[config.mk]
export PLATFORM = sky130hd
export DESIGN_NAME = stopwatch_fnd_ctrl
export DESIGN_NICKNAME = d
export VERILOG_FILES = /design/src/rtl/stopwatch_fnd_ctrl.sv
export SDC_FILE = /design/constraint.sdc
export NUM_CORES = 1
export LEC_CHECK = 0
export ABC_CLOCK_PERIOD_IN_PS = 5840
export CAP_MARGIN = 20
export CORE_MARGIN = 3
export CORE_UTILIZATION = 50
export CTS_BUF_LIST = sky130_fd_sc_hd__clkbuf_2
export DETAILED_ROUTE_END_ITERATION = 16
export DONT_BUFFER_PORTS = 1
export MAX_ROUTING_LAYER = met4
export PLACE_DENSITY = 0.68
export SLEW_MARGIN = 20
export SYNTH_ARGS = -nofsm -noshare
export SYNTH_HDL_FRONTEND = slang
export SYNTH_SLANG_ARGS = --single-unit
[constraint.sdc]
create_clock -name clk -period 5.84 [get_ports clk]
set_input_delay 1.168 -clock clk [delete_from_list [all_inputs] [get_ports clk]]
set_output_delay 1.168 -clock clk [all_outputs]
set_load 0.02 [all_outputs]
[src/rtl/stopwatch_fnd_ctrl.sv]
// 4-digit common-anode 7-segment driver for the stopwatch: scans the digits,
// shows SEC.MSEC or HOUR.MIN from a per-frame snapshot and blinks the centre dp.
module stopwatch_fnd_ctrl #(
  parameter int CLK_FREQ = 100_000_000,
  parameter int SCAN_HZ  = 1_000
) (
  input  logic       clk,
  input  logic       rst,
  input  logic       i_mode,
  input  logic [6:0] msec,
  input  logic [5:0] sec,
  input  logic [5:0] min,
  input  logic [4:0] hour,
  output logic [3:0] fnd_com,
  output logic [7:0] fnd_data
);

  localparam int PRESC_MAX = CLK_FREQ / SCAN_HZ - 1;
  localparam int PW = (PRESC_MAX > 0) ? $clog2(PRESC_MAX + 1) : 1;
  localparam logic [PW-1:0] PRESC_LAST = PW'(PRESC_MAX);

  // floor(v/10) as (v*205)>>11, exact for every 7-bit value
  function automatic logic [3:0] div10(input logic [6:0] v);
    logic [14:0] p;
    p = {8'd0, v} * 15'd205;
    return p[14:11];
  endfunction

  function automatic logic [3:0] mod10(input logic [6:0] v);
    logic [6:0] r;
    r = v - ({3'd0, div10(v)} * 7'd10);
    return r[3:0];
  endfunction

  function automatic logic [7:0] seg_code(input logic [3:0] d);
    case (d)
      4'd0:    return 8'hC0;
      4'd1:    return 8'hF9;
      4'd2:    return 8'hA4;
      4'd3:    return 8'hB0;
      4'd4:    return 8'h99;
      4'd5:    return 8'h92;
      4'd6:    return 8'h82;
      4'd7:    return 8'hF8;
      4'd8:    return 8'h80;
      4'd9:    return 8'h90;
      default: return 8'hFF;
    endcase
  endfunction

  logic [PW-1:0] presc_r;
  logic [1:0]    digit_sel_r;
  logic          mode_r;
  logic [6:0]    msec_r;
  logic [5:0]    sec_r;
  logic [5:0]    min_r;
  logic [4:0]    hour_r;
  logic [3:0]    fnd_com_r;
  logic [7:0]    fnd_data_r;

  logic          scan_tick_s;
  logic          frame_end_s;
  logic [6:0]    hi_s;
  logic [6:0]    lo_s;
  logic [3:0]    digit_s;
  logic          dp_on_s;
  logic [7:0]    seg_s;

  assign scan_tick_s = (presc_r == PRESC_LAST);
  assign frame_end_s = scan_tick_s && (digit_sel_r == 2'd3);

  // page select from the frozen snapshot, never from the live inputs
  always_comb begin
    hi_s = 7'd0;
    lo_s = 7'd0;
    if (mode_r) begin
      hi_s = {2'b00, hour_r};
      lo_s = {1'b0, min_r};
    end else begin
      hi_s = {1'b0, sec_r};
      lo_s = msec_r;
    end
  end

  always_comb begin
    digit_s = 4'd0;
    dp_on_s = 1'b0;
    seg_s   = 8'hFF;
    case (digit_sel_r)
      2'd0:    digit_s = mod10(lo_s);
      2'd1:    digit_s = div10(lo_s);
      2'd2:    digit_s = mod10(hi_s);
      2'd3:    digit_s = div10(hi_s);
      default: digit_s = 4'd0;
    endcase
    dp_on_s = (digit_sel_r == 2'd2) && (msec_r >= 7'd50);
    if (dp_on_s) begin
      seg_s = seg_code(digit_s) & 8'h7F;
    end else begin
      seg_s = seg_code(digit_s);
    end
  end

  // scan timing, snapshot at frame boundary, and the output register stage
  always_ff @(posedge clk or negedge rst) begin
    if (!rst) begin
      presc_r     <= '0;
      digit_sel_r <= 2'd0;
      mode_r      <= 1'b0;
      msec_r      <= 7'd0;
      sec_r       <= 6'd0;
      min_r       <= 6'd0;
      hour_r      <= 5'd0;
      fnd_com_r   <= 4'b1110;
      fnd_data_r  <= 8'hC0;
    end else begin
      if (scan_tick_s) begin
        presc_r     <= '0;
        digit_sel_r <= digit_sel_r + 2'd1;
      end else begin
        presc_r     <= presc_r + PW'(1);
      end
      if (frame_end_s) begin
        mode_r <= i_mode;
        msec_r <= msec;
        sec_r  <= sec;
        min_r  <= min;
        hour_r <= hour;
      end
      fnd_com_r  <= ~(4'b0001 << digit_sel_r);
      fnd_data_r <= seg_s;
    end
  end

  assign fnd_com  = fnd_com_r;
  assign fnd_data = fnd_data_r;

endmodule

==> impl_metrics.py, run 1 <==
metrics = {
    "critical_path": {
        "cp_common_cell": "ha_1",
        "cp_slowest_stage_delay_ns": 0.52,
        "crit_fanout": 5,
        "cpMaxStageDelayCell": "fa_1",
        "critical_path_arrival_ns": 6.00,
        "crit_type": "reg -> reg",
        "crit_path_start_kind": "flip-flop",
        "worstSetupEndpointType": "flip-flop",
        "worst_ep_required_time_ns": 6.24,
        "path_cells": "buf_4 > mux2i_2 > inv_1 > ha_1 > fa_1 > ha_1 > inv_1 > fa_1 > inv_1 > ha_1 > nand3_1 > or3_1 > o221ai_2 > a21oi_2 > xnor2_2 > ha_1 > fa_1 > xor2_1 > xnor3_2 > a22oi_4 > or3b_1 > o211ai_1",
    },
    "pwr": {
        "p_int_uw": 461,
        "clock_power_share": 0.328,
        "p_seq_frac": 0.672,
        "switchingPower_uw": 119,
        "ir_worst_vdd_uv": 103,
        "powerDensity_nw_per_um2": 127,
        "sw_frac_of_total": 0.205,
        "leakage_nw": 2.62,
        "combPwrFrac": 0,
    },
    "layout": {
        "layout_common_cells": "ha_1, dfrtp_1, inv_1, mux2_2, nor2_1",
        "antennaDiodeCount": 0,
        "stdcell_area_um2": 4560,
        "final_nets": 504,
        "layout_commonest_cell": "ha_1",
        "syn2layout_area_growth_pct": 6.27,
        "drive_gt1_frac": 0.186,
    },
    "place": {
        "gp_congestion": 0.891,
        "placed_cell_area_um2": 4410,
        "hpwl_mm": 6.39,
        "port_buffers": 0,
    },
    "floorplan": {
        "ioPinCount": 39,
        "start_util": 0.520,
        "coreArea_um2": 8260,
        "die_area_um2": 9730,
        "die_y_um": 98.6,
        "die_x_um": 98.6,
        "fp-row-count": 33,
    },
    "global_route": {
        "grt_pass1_vias": 2907,
        "grt-busiest-layer": "met2",
        "grtUsageMet1": 0.235,
        "grtUsageTotal": 0.177,
        "grt_use_met3": 0.0297,
        "grt_pass1_wl_mm": 13.6,
        "grt_overflow_total": 0,
        "antenna_found_initial": 0,
        "met2_usage": 0.281,
        "grt_start_max_net_pins": 57,
    },
    "logic_synthesis": {
        "syn_nets": 496,
        "synthDistinctLibCells": 57,
        "ys_async_sr_fraction": 1.00,
        "syn_area_per_cell_um2": 11.1,
        "synth_area_um2": 4290,
        "ys_seq_elements": 56,
        "synthFlopType": "dfrtp_1",
        "yosys_warnings": 0,
        "synth-edff-count": 0,
        "synth_cells": 388,
        "yosysSeqAreaShare": 0.328,
    },
    "sta": {
        "relSlewSlack": 0.479,
        "tightest_slew_ns": 0.779,
        "finalWorstPathRequiredPeriod_ns": 5.60,
        "max_freq_mhz": 179,
        "finalCritPeriodShare": 0.959,
        "finalMaxSlewViolations": 0,
        "clock_skew_ns": 0.0275,
        "finalHoldViolCount": 0,
        "setup_violations": 0,
        "finalSetupTns_ns": 0,
    },
    "clocking": {
        "cts-root-buf": "clkbuf_2",
        "postCtsHoldBufs": 0,
        "clock_path_buffers": 2,
        "htreeDepth": 2,
        "cts_buffers": 5,
        "cts_sinks": 56,
        "path_clk_slew_ns": 0.29,
        "worstSkewPairLatency_ns": 0.45,
        "cts_tree": "built",
    },
    "routing": {
        "drc": 0,
        "drt_pass1_iterations": 7,
        "drt.antenna.violating_nets": 0,
        "drt_iter0_drc": 81,
        "wirelength_mm": 8.10,
        "routed-via-count": 2759,
        "vias_per_cell": 5.50,
        "wl_per_cell_um": 16.1,
    },
    "outcome": {
        "status": "finished clean",
    },
    "flow_run": {
        "drv_cap": 0,
    },
    "hold_path": {
        "hp-class": "in -> async",
    },
}
## final cells by class
type                            count  area [um2]
Sequential cell                    56        1410
Tap cell                          105         131
Multi-Input combinational cell    281        2720
Fill cell                         726        3700
Clock inverter                      3        42.5
Timing Repair Buffer                8        71.3
Clock buffer                        5        25.0
Inverter                           44         165
## routing by layer
| layer | wire [um] | up-vias |
|---|---|---|
| met3 | 320 | 10 |
| met1 | 3830 | 1326 |
| li1 | - | 1362 |
| met2 | 3830 | 61 |
| met5 | 0 | - |
| met4 | 112 | 0 |
## path summary, 6_finish.rpt
kind | to | slack [ns] | depth (start not counted) | start
worst max-delay path | fnd_data[0] | 0.24 | 22 | mode_r
worst min-delay path | fnd_data[3] | 0.35 | 0 | rst
worst max register to register | fnd_data[0] | 0.24 | 22 | mode_r
worst min register to register | presc_r[0] | 0.49 | 1 | presc_r[0]
max in group asynchronous | fnd_com[2] | 5.28 | 0 | rst
min in group clk | presc_r[0] | 0.49 | 1 | presc_r[0]
## synth_stat cells, types with 4 or more instances
master / instances / area share
and3_1: 7 / 0.010
xor2_1: 9 / 0.018
o21ai_0: 10 / 0.012
ha_1: 65 / 0.19
nor2b_1: 6 / 0.0087
inv_1: 44 / 0.038
nand3_1: 13 / 0.015
nor2_1: 21 / 0.018
nand4_1: 4 / 0.0058
dfrtp_1: 51 / 0.30
a21oi_1: 15 / 0.017
nand2_1: 15 / 0.013
mux2i_1: 6 / 0.014
dfstp_2: 5 / 0.031
fa_1: 16 / 0.075
mux2_2: 31 / 0.081
xnor2_1: 12 / 0.024
## worst max-delay path, delay by kind of cell (launching register included)
kind                     cells  cell delay (ns)
AND/OR/NAND/NOR              3             0.89
flip-flops                   1             0.44
AO/OA/AOI/OAI                4             0.52
buffers and inverters        4             0.36
adder cells (fa/ha/maj)      7             2.55
XOR/XNOR                     3             0.61
multiplexers                 1             0.22
## metrics by stage
step | setup slack, ns | utilization | instances | hold WS, ns | power, mW
2_1_floorplan | 0.0460 | - | 388 | 0.412 | 0.395
3_3_place_gp | 0.210 | 0.534 | 489 | 0.457 | 0.395
3_5_place_dp | 0.0127 | 0.534 | 489 | 0.461 | 0.395
4_1_cts | 0.00806 | 0.542 | 497 | 0.329 | 0.585
5_1_grt | -0.0148 | 0.552 | 502 | 0.289 | 0.598
6_report | 0.240 | 0.552 | 502 | 0.345 | 0.579
## what timing repair did
item / CTS / global route
resized for setup: 0 / 8
buffers inserted: 0 / 3
setup endpoints to repair: 0 / 7
## sequential cells by signal, summed over array words and instances (netlist names)
| signal | count |
|---|---|
| presc_r | 17 |
| fnd_data | 8 |
| msec_r | 7 |
| min_r | 6 |
| sec_r | 6 |
| hour_r | 5 |
| fnd_com | 4 |
| digit_sel_r | 2 |
| mode_r | 1 |
## power groups by stage
stage          clock network (mW)  logic [mW]  registers [mW]
2_1_floorplan                   0    0.000143           0.395
3_3_place_gp                    0    0.000143           0.395
3_5_place_dp                    0    0.000143           0.395
4_1_cts                     0.196    0.000143           0.389
5_1_grt                     0.208    0.000143           0.389
6_report                    0.190    0.000143           0.389
## logic make-up (layout without fill, tap and decap cells)
| family | count (synthesis) | in the layout | synth area share |
|---|---|---|---|
| flops | 56 | 56 | 0.328 |
| fa+ha+maj | 81 | 81 | 0.264 |
| buf+inv | 52 | 60 | 0.0505 |
| xor+xnor | 25 | 25 | 0.0612 |
| compound gates | 51 | 52 | 0.0895 |
| simple gates | 86 | 86 | 0.111 |
| mux | 37 | 37 | 0.0954 |
(Power assumes the default switching activity.)
==> run 2, diff against run 1 <==
Settings changed: ABC_CLOCK_PERIOD_IN_PS 5840 to 6500, DONT_BUFFER_PORTS 1 to not set, MAX_ROUTING_LAYER met4 to not set, PLACE_DENSITY 0.68 to 0.71.
Clock period 5.84 ns to 6.5 ns, I/O delays scaled along.
==> run 2 against run 1 <==
Net effect: critical path depth fell by 1; sequential share of layout area fell by 1.7 points; non-clock buffer count increased by 33; first-iteration DRC count increased by 19%; total power shrank 12%; sequential power shrank 10%; die area unchanged; hold slack improved by 0.13 ns; design area is 5.7% higher; largest power group unchanged.
==> impl_metrics.py, run 2 (synthesis results as in run 1) <==
metrics = {
    "outcome": {
        "status": "finished clean",
    },
    "floorplan": {
        "start_util": 0.520,
        "coreArea_um2": 8260,
        "ioPinCount": 39,
        "die_x_um": 98.6,
        "die_y_um": 98.6,
        "die_area_um2": 9730,
        "fp-row-count": 33,
    },
    "place": {
        "gp_congestion": 0.925,
        "hpwl_mm": 6.47,
        "port_buffers": 38,
    },
    "critical_path": {
        "path_cells": "mux2i_1 > inv_1 > ha_1 > fa_1 > ha_1 > inv_1 > fa_1 > inv_1 > ha_1 > nand3_1 > or3_1 > o221ai_1 > a21oi_2 > xnor2_2 > ha_1 > fa_1 > xor2_1 > xnor3_2 > a22oi_4 > or3b_1 > o211ai_1",
        "worst_ep_required_time_ns": 6.86,
        "critical_path_arrival_ns": 6.21,
        "crit_type": "reg -> reg",
        "crit_fanout": 10,
        "crit_path_start_kind": "flip-flop",
        "cp_num_buf_inv": 3,
        "cpMaxStageDelayCell": "dfrtp_1",
        "cp_slowest_stage_delay_ns": 0.64,
        "cp_common_cell": "ha_1",
        "path_delay_family": "adder cells",
        "worstSetupEndpointType": "flip-flop",
    },
    "global_route": {
        "grt_start_max_net_pins": 57,
        "grtUsageTotal": 0.175,
        "antenna_found_initial": 0,
        "grt_pass1_wl_mm": 14.0,
        "grt_pass1_vias": 3032,
        "grt_overflow_total": 0,
    },
    "pwr": {
        "totalPowerFinal_uw": 512,
        "ir_worst_vdd_uv": 108,
        "powerDensity_nw_per_um2": 106,
        "leakage_nw": 2.73,
    },
    "clocking": {
        "cts_buffers": 5,
        "htreeDepth": 2,
        "path_clk_slew_ns": 0.28,
        "cts_resized": 0,
        "cts_sinks": 56,
        "clock_path_buffers": 2,
        "postCtsHoldBufs": 0,
        "cts-root-buf": "clkbuf_2",
        "cts_tree": "built",
        "worstSkewPairLatency_ns": 0.44,
        "post_cts_buffers": 0,
    },
    "sta": {
        "tightest_slew_ns": 0.814,
        "finalCritPeriodShare": 0.900,
        "relSlewSlack": 0.455,
        "finalMaxSlewViolations": 0,
        "setup_violations": 0,
        "max_freq_mhz": 171,
        "rsz0062_at_grt": "false",
        "clock_skew_ns": 0.0136,
        "finalSetupTns_ns": 0,
        "finalHoldViolCount": 0,
        "finalWorstPathRequiredPeriod_ns": 5.85,
    },
    "layout": {
        "final_nets": 536,
        "layout_commonest_cell": "ha_1",
        "antennaDiodeCount": 0,
        "syn2layout_area_growth_pct": 12.4,
        "layout_common_cells": "ha_1, dfrtp_1, inv_1, clkdlybuf4s50_1, mux2_2",
        "fillerInstances": 734,
        "drive_gt1_frac": 0.147,
        "largest_reg_flops": 17,
        "regMostFlops": "presc_r",
    },
    "routing": {
        "wirelength_mm": 7.95,
        "wl_per_cell_um": 14.9,
        "drc": 0,
        "vias_per_cell": 5.44,
        "drt.antenna.violating_nets": 0,
        "drt_iter0_drc": 96,
        "drt_pass1_iterations": 4,
        "routed-via-count": 2905,
    },
    "flow_run": {
        "drv_cap": 0,
    },
    "hold_path": {
        "hp-class": "reg -> reg",
    },
}
run 2: cell types whose count changed in the layout (fill, tap and decap cells not counted), moves of 2 or more:
| cell | change |
|---|---|
| nand3_1 | +2 |
| mux2i_1 | +2 |
| mux2i_2 | -2 |
| buf_4 | -3 |
| nand3_2 | -2 |
| clkdlybuf4s50_1 | +37 |
run 2: cell type report:
type | instances | area, um2 | share of cell area
Sequential cell | 56 | 1410 | 0.292
Multi-Input combinational cell | 280 | 2670 | 0.554
Clock buffer | 6 | 30.0 | 0.00623
Tap cell | 105 | 131 | 0.0273
Clock inverter | 2 | 16.3 | 0.00337
Timing Repair Buffer | 41 | 398 | 0.0825
Inverter | 44 | 165 | 0.0343
run 2: power breakdown:
group | switching [mW] | internal (mW)
logic | 0.00876 | 0.0137
registers | 0 | 0.350
clock network | 0.111 | 0.0288
run 2: routing by layer:
layer	share of wire	vias to the layer above	GRT usage
li1	-	1418	-
met2	0.49	56	0.303
met4	0.011	0	0.0347
met5	0	-	0
met3	0.034	8	0.0276
met1	0.46	1423	0.235
run 2: stage by stage:
stage / cell area [um2] / hold WS [ns] / worst slack [ns] / util / std cells
after floorplan: 4290 / 0.412 / 0.706 / - / 388
after global placement: 4770 / 0.446 / 0.796 / 0.578 / 526
after detailed placement: 4770 / 0.454 / 0.616 / 0.578 / 526
after CTS: 4820 / 0.484 / 0.607 / 0.584 / 534
after global routing: 4820 / 0.522 / 0.336 / 0.584 / 534
final: 4820 / 0.475 / 0.649 / 0.584 / 534
run 2: worst reg2reg max path, cell delays in order (launching register included):
cell	delay [ns]
dfrtp_1	0.64
mux2i_1	0.30
inv_1	0.12
ha_1	0.34
fa_1	0.47
ha_1	0.29
inv_1	0.05
fa_1	0.53
inv_1	0.04
ha_1	0.28
nand3_1	0.07
or3_1	0.36
o221ai_1	0.24
a21oi_2	0.11
xnor2_2	0.17
ha_1	0.21
fa_1	0.40
xor2_1	0.20
xnor3_2	0.38
a22oi_4	0.30
or3b_1	0.18
o211ai_1	0.10
run 2: path summary, 6_finish.rpt:
kind | endpoint | slack (ns) | start | cells past startpoint
min | fnd_data[7] | 0.48 | msec_r[6] | 1
min in group asynchronous | fnd_data[2] | 0.93 | rst | 2
max | fnd_data[3] | 0.65 | mode_r | 21
min reg2reg | fnd_data[7] | 0.48 | msec_r[6] | 1
max in group asynchronous | min_r[0] | 5.10 | rst | 2
max reg2reg | fnd_data[3] | 0.65 | mode_r | 21
==> run 3, diff against run 2 <==
Settings changed: SLEW_MARGIN 20 to not set.
==> results of run 3 <==
Same layout as run 2: the final DEF is identical, and so are final timing and power.
